### config.mk
export PLATFORM = sky130hd
export DESIGN_NAME = iob_rr_arbiter
export DESIGN_NICKNAME = d
export VERILOG_FILES = /design/src/rtl/iob_rr_arbiter.sv
export SDC_FILE = /design/constraint.sdc
export NUM_CORES = 1
export LEC_CHECK = 0
export ABC_AREA = 1
export BUFFER_PORTS_ARGS = -buffer_cell sky130_fd_sc_hd__clkbuf_2
export CAP_MARGIN = 15
export CORE_AREA = 2 2 109 111
export DETAILED_ROUTE_END_ITERATION = 12
export DIE_AREA = 0 0 111 113
export PLACE_DENSITY_LB_ADDON = 0.12
export SLEW_MARGIN = 10
export SYNTH_ARGS = -nofsm -noshare
export SYNTH_HDL_FRONTEND = slang
export SYNTH_SLANG_ARGS = --single-unit
### constraint.sdc
create_clock -name clk_i -period 1.3 [get_ports clk_i]
set_input_delay 0.26 -clock clk_i [delete_from_list [all_inputs] [get_ports clk_i]]
set_output_delay 0.26 -clock clk_i [all_outputs]
set_load 0.03 [all_outputs]
### src/rtl/iob_rr_arbiter.sv
`default_nettype none
// ============================================================================
//  Module   : iob_rr_arbiter
//  Purpose  : Round-robin arbiter sharing one IOb subordinate among N managers,
//             one outstanding transaction at a time.
//  Revision : 1.0
// ============================================================================
module iob_rr_arbiter #(
    parameter int N_MANAGERS = 2,
    parameter int ADDR_W     = 32,
    parameter int DATA_W     = 32
) (
    input  logic                           clk_i,
    input  logic                           arst_n_i,
    input  logic                           cke_i,
    input  logic [N_MANAGERS-1:0]          m_iob_valid_i,
    input  logic [N_MANAGERS*ADDR_W-1:0]   m_iob_addr_i,
    input  logic [N_MANAGERS*DATA_W-1:0]   m_iob_wdata_i,
    input  logic [N_MANAGERS*DATA_W/8-1:0] m_iob_wstrb_i,
    output logic [N_MANAGERS-1:0]          m_iob_ready_o,
    output logic [N_MANAGERS-1:0]          m_iob_rvalid_o,
    output logic [DATA_W-1:0]              m_iob_rdata_o,
    output logic                           s_iob_valid_o,
    output logic [ADDR_W-1:0]              s_iob_addr_o,
    output logic [DATA_W-1:0]              s_iob_wdata_o,
    output logic [DATA_W/8-1:0]            s_iob_wstrb_o,
    input  logic                           s_iob_ready_i,
    input  logic                           s_iob_rvalid_i,
    input  logic [DATA_W-1:0]              s_iob_rdata_i
);

    localparam int GRANT_W = (N_MANAGERS > 1) ? $clog2(N_MANAGERS) : 1;
    localparam int STRB_W  = DATA_W / 8;

    typedef enum logic [1:0] {
        IDLE    = 2'd0,
        ACCESS  = 2'd1,
        WAIT_RD = 2'd2
    } state_t;

    state_t               r_state;
    logic [GRANT_W-1:0]   r_grant;
    logic [GRANT_W-1:0]   r_last;

    logic [GRANT_W-1:0]   w_next_grant;
    logic [GRANT_W-1:0]   w_idx;
    logic                 w_found;
    logic                 w_any_req;
    logic                 w_sel_valid;
    logic [ADDR_W-1:0]    w_sel_addr;
    logic [DATA_W-1:0]    w_sel_wdata;
    logic [STRB_W-1:0]    w_sel_wstrb;
    logic                 w_sel_read;
    logic                 w_in_access;
    logic                 w_in_wait;
    logic                 w_accept;

    assign w_any_req = |m_iob_valid_i;

    // First requester found when scanning upward from the one after the last grantee.
    always_comb begin
        w_next_grant = r_last;
        w_idx        = '0;
        w_found      = 1'b0;
        for (int i = 1; i <= N_MANAGERS; i++) begin
            w_idx = GRANT_W'((int'(r_last) + i) % N_MANAGERS);
            if (!w_found && m_iob_valid_i[w_idx]) begin
                w_next_grant = w_idx;
                w_found      = 1'b1;
            end
        end
    end

    assign w_sel_valid = m_iob_valid_i[r_grant];
    assign w_sel_addr  = m_iob_addr_i[int'(r_grant)*ADDR_W +: ADDR_W];
    assign w_sel_wdata = m_iob_wdata_i[int'(r_grant)*DATA_W +: DATA_W];
    assign w_sel_wstrb = m_iob_wstrb_i[int'(r_grant)*STRB_W +: STRB_W];
    assign w_sel_read  = ~|w_sel_wstrb;

    assign w_in_access = (r_state == ACCESS);
    assign w_in_wait   = (r_state == WAIT_RD);
    assign w_accept    = w_in_access & w_sel_valid & s_iob_ready_i;

    // Request path is only driven while a grant is in its access phase.
    assign s_iob_valid_o = w_in_access & w_sel_valid;
    assign s_iob_addr_o  = w_in_access ? w_sel_addr  : '0;
    assign s_iob_wdata_o = w_in_access ? w_sel_wdata : '0;
    assign s_iob_wstrb_o = w_in_access ? w_sel_wstrb : '0;

    assign m_iob_rdata_o = s_iob_rdata_i;

    always_comb begin
        m_iob_ready_o  = '0;
        m_iob_rvalid_o = '0;
        if (w_in_access) begin
            m_iob_ready_o[r_grant] = s_iob_ready_i;
            if (w_accept && w_sel_read) begin
                m_iob_rvalid_o[r_grant] = s_iob_rvalid_i;
            end
        end
        if (w_in_wait) begin
            m_iob_rvalid_o[r_grant] = s_iob_rvalid_i;
        end
    end

    always_ff @(posedge clk_i or negedge arst_n_i) begin
        if (!arst_n_i) begin
            r_state <= IDLE;
            r_grant <= '0;
            r_last  <= GRANT_W'(N_MANAGERS - 1);
        end else if (cke_i) begin
            case (r_state)
                IDLE: begin
                    if (w_any_req) begin
                        r_grant <= w_next_grant;
                        r_state <= ACCESS;
                    end
                end
                ACCESS: begin
                    // A withdrawn request releases the bus without counting as served.
                    if (!w_sel_valid) begin
                        r_state <= IDLE;
                    end else if (s_iob_ready_i) begin
                        if (!w_sel_read || s_iob_rvalid_i) begin
                            r_state <= IDLE;
                            r_last  <= r_grant;
                        end else begin
                            r_state <= WAIT_RD;
                        end
                    end
                end
                WAIT_RD: begin
                    if (s_iob_rvalid_i) begin
                        r_state <= IDLE;
                        r_last  <= r_grant;
                    end
                end
                default: r_state <= IDLE;
            endcase
        end
    end

endmodule
`default_nettype wire

==> out/qor.csv, run 1 <==
metric;value;unit
violations;negative setup slack;
grt_pass1_vias;2835;
worst_slack;-0.596;ns
drc_errors;0;
portBuffers;215;
tns;-34.38;ns
p_leak;2.04;nW
intPower;3.22;mW
setup_violations;76;
drv_slew;0;
crit_slowest_cell;dfrtp_2;
ys_types;23;
die_x;111;µm
area_growth;180;%
avgSynthCellArea;4.96;µm²
syn_nets;490;
cts_num_sinks;4;
clkPwrFrac;0.072;
fin_nets;700;
vias_per_cell;4.12;
required;1.04;ns
pwr-share-comb;0.898;
gp_congestion;0.796;
cts_buffers;3;
power.share.switching;0.547;
arrival;1.64;ns
finalWirelength;8520;µm
htree_levels;1;
slowest_delay;0.42;ns
status;complete, but fails checks;
clk_path_buf_depth;2;
grt_pass1_wl;13600;µm
io_pins;280;
grt_start_max_net_pins;40;
core_region_area;11300;µm²
p_seq_frac;0.030;
path_class;reg2out;
post_drt_wl_per_cell;12.8;µm
synth_seq_cells;4;
vias;2749;
layout-drive-gt1-share;0.729;
synth_seq_area_share;0.0649;
synthCells;315;
finClkSkew;0.00425;ns
die_h;113;µm
tightestPinTransition;0.505;ns
crit_chain;buf_12 -> o21ai_4 -> nand2_2 -> inv_4 -> nand4_1 -> a21oi_4 -> clkbuf_8;
timing.reg2reg.worst_path_depth;12;
final-hold-violation-count;0;
grt_overflow;0;
start_util;0.139;
yosys_warnings;0;
clkTransAtPathRegs;0.03;ns
max_freq;527;MHz
fin_cells;667;
grt.total_usage;0.131;
root_buffer;clkbuf_16;
power_density;1620;nW/µm²
slew_headroom;0.664;
max-cap-violations;0;
rsz0062_at_grt;yes;
dp_hpwl;6850;µm
crit_path_start_kind;register;
rows;39;
cts_tree;built;
drt_iter0_markers;67;
dieArea;12500;µm²
period_needed;1.90;ns
post-place-cells;654;
nFillCells;1192;
hold_class;in2async;
firstDrtPassIters;4;
crit_path_end_kind;output port;
p_switching;3.90;mW
diodes;0;
fin_crit_sh;1.46;
clock_latency;0.23;ns
ir_drop;0.000681;V
antenna_found_initial;0;
crit_path_max_fanout;8;
syn_area;1560;µm²
ant_nets;0;
-- critical path, delay by kind of cell, from the launching register on --
kind,cells,cell delay [ns]
compound gates,2,0.32
buf+inv,3,0.38
flops,1,0.42
simple gates,2,0.28
-- per-layer routing --
layer	track usage	wire length (µm)	share of wire	vias up
li1	-	-	-	1389
met1	0.146	3140	0.37	1220
met2	0.250	4620	0.54	119
met3	0.0289	635	0.075	21
met4	0.0350	120	0.014	0
met5	0	0	0	-
-- path summary, 6_finish.rpt --
kind / slack, ns / to / startpoint
setup / recovery: -0.60 / m_iob_rvalid_o[1] / r_grant
hold / removal: 0.38 / r_state[0] / arst_n_i
setup reg to reg: -0.21 / r_last / r_grant
hold reg to reg: 0.46 / r_last / r_last
max in group asynchronous: 0.70 / r_last / arst_n_i
min in group clk_i: 0.40 / r_last / cke_i
-- cell type report --
type	instances	area (µm²)	share of cell area
clock buffer	4	78.8	0.0180
timing repair buffer	259	1950	0.445
tap	143	179	0.0408
multi-input combinational	248	2030	0.464
inverter	9	36.3	0.00828
sequential	4	104	0.0237
-- layout by cell type, fill, tap and decap left out, types with 3 or more instances in the layout --
cell         n
nand2_1    123
a21oi_4     64
inv_1        5
nor2_1       4
buf_6        5
clkbuf_16    3
buf_12       9
nand2_2     15
nand2_4     17
clkbuf_4    32
a21oi_2      6
clkbuf_2   152
inv_2        3
clkbuf_8     5
nor2_2       3
buf_4       26
buf_8       27
-- power groups by stage --
stage | combinational [mW] | sequential [mW] | clock (mW)
4_1_cts | 6.21 | 0.212 | 0.522
3_5_place_dp | 5.21 | 0.214 | 0
5_1_grt | 6.82 | 0.221 | 0.535
2_1_floorplan | 4.07 | 0.201 | 0
6_report | 6.39 | 0.213 | 0.511
3_3_place_gp | 5.19 | 0.214 | 0
-- synth_stat cells --
library cell | n | area [µm²]
inv_2 | 4 | 15.0
buf_6 | 1 | 11.3
clkbuf_1 | 10 | 37.5
a22oi_1 | 1 | 7.51
nor3_2 | 1 | 10.0
nand2_1 | 152 | 571
dfstp_2 | 1 | 26.3
nand2_2 | 3 | 18.8
o21ai_0 | 1 | 5.00
buf_2 | 7 | 35.0
a21oi_1 | 72 | 360
o21ai_2 | 1 | 8.76
nand3_1 | 3 | 15.0
buf_4 | 36 | 270
nor3_1 | 2 | 10.0
nand4_1 | 1 | 6.26
nand2_4 | 1 | 11.3
nor3b_1 | 1 | 7.51
inv_1 | 5 | 18.8
nor2_2 | 3 | 18.8
dfrtp_1 | 3 | 75.1
nor2_1 | 5 | 18.8
o21ai_1 | 1 | 5.00
-- cell families (layout without fill, tap and decap cells) --
kind of cell,after synthesis,count (layout),share of synthesized area
buffers and inverters,63,272,0.248
AOI/OAI and AO/OA,76,76,0.247
and+or+nand+nor,172,172,0.440
DFF,4,4,0.0649
-- repair_timing --
item,4_1_cts,5_1_grt
cloned,1,0
setup buffers,6,3
resized for setup,148,52
endpoints found under the hold margin,3,0
pin swaps,8,17
endpoints found under the setup margin,76,77
hold buffers,1,0
-- flip-flops by register name (all words and copies together) (netlist names) --
name and flops:
r_grant 1, r_last 1, r_state 2
-- per-stage QoR --
stage	power [mW]	hold slack (ns)	instance area [µm²]	setup slack [ns]	util
after floorplan	4.27	-0.0356	2410	-0.342	-
after global placement	5.41	0.0911	3550	-0.438	0.315
after detailed placement	5.43	0.0811	3550	-0.436	0.315
after CTS	6.94	0.372	4240	-0.606	0.376
after global routing	7.57	0.394	4380	-0.697	0.389
final	7.12	0.377	4380	-0.596	0.389
(Power assumes the default switching activity.)
==> inputs of run 2 (changes only) <==
--- a/config.mk
+++ b/config.mk
@@ -12,6 +12,7 @@
 export DETAILED_ROUTE_END_ITERATION = 12
 export DIE_AREA = 0 0 111 113
 export PLACE_DENSITY_LB_ADDON = 0.12
+export SETUP_SLACK_MARGIN = 0.2
 export SLEW_MARGIN = 10
 export SYNTH_ARGS = -nofsm -noshare
 export SYNTH_HDL_FRONTEND = slang
==> out/qor.csv, run 2 (same netlist as run 1, synthesis figures left out) <==
metric;value;unit;change
status;complete, but fails checks;;unchanged
violations;negative setup slack;;unchanged
clock_latency;0.23;ns;about the same
tightestPinTransition;0.288;ns;was 0.505 ns
finalWirelength;8130;µm;was 8520 µm
p_leak;1.87;nW;was 2.04 nW
grt_pass1_vias;2766;;was 2835
fin_crit_sh;1.48;;was 1.46
io_pins;280;;unchanged
grt_overflow;0;;unchanged
portBuffers;215;;unchanged
layout-drive-gt1-share;0.668;;was 0.729
gp_congestion;0.752;;was 0.796
total_power;6.37;mW;was 7.12 mW
cts_buffers;3;;unchanged
drt_iter0_markers;113;;was 67
period_needed;1.92;ns;was 1.90 ns
max-cap-violations;0;;unchanged
final_util;0.356;;was 0.389
nFillCells;1205;;was 1192
ir_drop;0.00116;V;was 0.000681 V
drc_errors;0;;unchanged
ff_latch_area;104;µm²;unchanged
pre_cts_ws;-0.549;ns;was -0.436 ns
final_common_cell;nand2_1;;was clkbuf_2
drv_slew;0;;unchanged
final_cell_mix;151 x nand2_1, 142 x clkbuf_2, 70 x a21oi_4;;was 152 x clkbuf_2, 123 x nand2_1, 64 x a21oi_4
cts_tree;built;;unchanged
diodes;0;;unchanged
multi_input_area;1920;µm²;was 2030 µm²
crit_path_max_fanout;6;;was 8
core_region_area;11300;µm²;unchanged
fin_nets;691;;was 700
clk_path_buf_depth;2;;unchanged
vias_per_cell;4.13;;was 4.12
arrival;1.66;ns;was 1.64 ns
tns;-31.21;ns;was -34.38 ns
rsz0062_at_grt;yes;;unchanged
post-place-cells;646;;was 654
vias;2717;;was 2749
largest_reg_flops;2;;unchanged
grt_pass1_wl;13200;µm;was 13600 µm
path_class;reg2out;;unchanged
antenna_found_initial;0;;unchanged
setup_violations;75;;was 76
grt.total_usage;0.123;;was 0.131
rows;39;;unchanged
die_x;111;µm;unchanged
clkTransAtPathRegs;0.03;ns;about the same
place_area;3530;µm²;was 3550 µm²
grt_start_max_net_pins;36;;was 40
area_growth;157;%;was 180%
reg_top3;r_state x2, r_grant x1, r_last x1;;unchanged
power_density;1590;nW/µm²;was 1620 nW/µm²
crit_path_start_kind;register;;unchanged
finClkSkew;0.00284;ns;was 0.00425 ns
required;1.04;ns;about the same
whs;0.366;ns;was 0.377 ns
hold_class;in2reg;;was in2async
firstDrtPassIters;4;;unchanged
start_util;0.139;;unchanged
root_buffer;clkbuf_16;;unchanged
slew_headroom;0.808;;was 0.664
final-hold-violation-count;0;;unchanged
worst_slack;-0.618;ns;was -0.596 ns
die_h;113;µm;unchanged
htree_levels;1;;unchanged
cts_num_sinks;4;;unchanged
max_freq;521;MHz;was 527 MHz
crit_path_end_kind;output port;;unchanged
dp_hpwl;6780;µm;was 6850 µm
fin_cells;658;;was 667
largest_register;r_state;;unchanged
post_drt_wl_per_cell;12.4;µm;was 12.8 µm
ant_nets;0;;unchanged
dieArea;12500;µm²;unchanged
final_area;4010;µm²;was 4380 µm²
[run 2: changes by cell type in the layout (fill, tap and decap cells not counted), sizes merged]
cell and delta:
buf -25, clkbuf +16
[run 2: path summary, 6_finish.rpt]
path / end / startpoint / cells after the start / slack [ns]
max: m_iob_rvalid_o[0] / r_grant / 8 / -0.62
max in group asynchronous: r_last / arst_n_i / 2 / 0.71
max reg2reg: r_state[1] / r_grant / 9 / -0.07
min: r_state[0] / cke_i / 4 / 0.37
min in group asynchronous: r_grant / arst_n_i / 2 / 0.38
min reg2reg: r_last / r_last / 2 / 0.46
[run 2: what timing repair did]
action                                  4_1_cts  5_1_grt
pin swaps                                     3        3
endpoints found under the setup margin       77       77
gates resized for setup                      32      144
setup buffers                                 6        1
gates cloned                                  0        0
endpoints found under the hold margin         3        0
hold buffers                                  1        0
[run 2: routing by layer]
metal,global-route usage,share of wire,routed length (µm),vias up
met2,0.240,0.54,4420,127
met4,0.0108,0.0025,20,0
met1,0.141,0.38,3050,1211
met5,0,0,0,-
li1,-,-,-,1371
met3,0.0289,0.079,643,8
[run 2: cell type report]
class	instances	area share
sequential	4	0.0259
tap	143	0.0446
clock buffer	4	0.0196
inverter	9	0.00967
timing repair buffer	250	0.423
multi-input combinational	248	0.478
[run 2: critical path, cell delays in order, from the launching register on]
cell and delay, ns:
dfrtp_2 0.46, buf_6 0.15, o21ai_4 0.12, nand2_2 0.09, inv_4 0.06, nand4_1 0.11
buf_6 0.15, a21oi_4 0.15, buf_8 0.13
[run 2: report_power, final]
group | total [mW] | leakage (nW) | internal (mW) | switching (mW)
logic | 5.64 | 1.79 | 2.16 | 3.48
clock network | 0.500 | 0.0382 | 0.406 | 0.0938
registers | 0.231 | 0.0455 | 0.176 | 0.0549
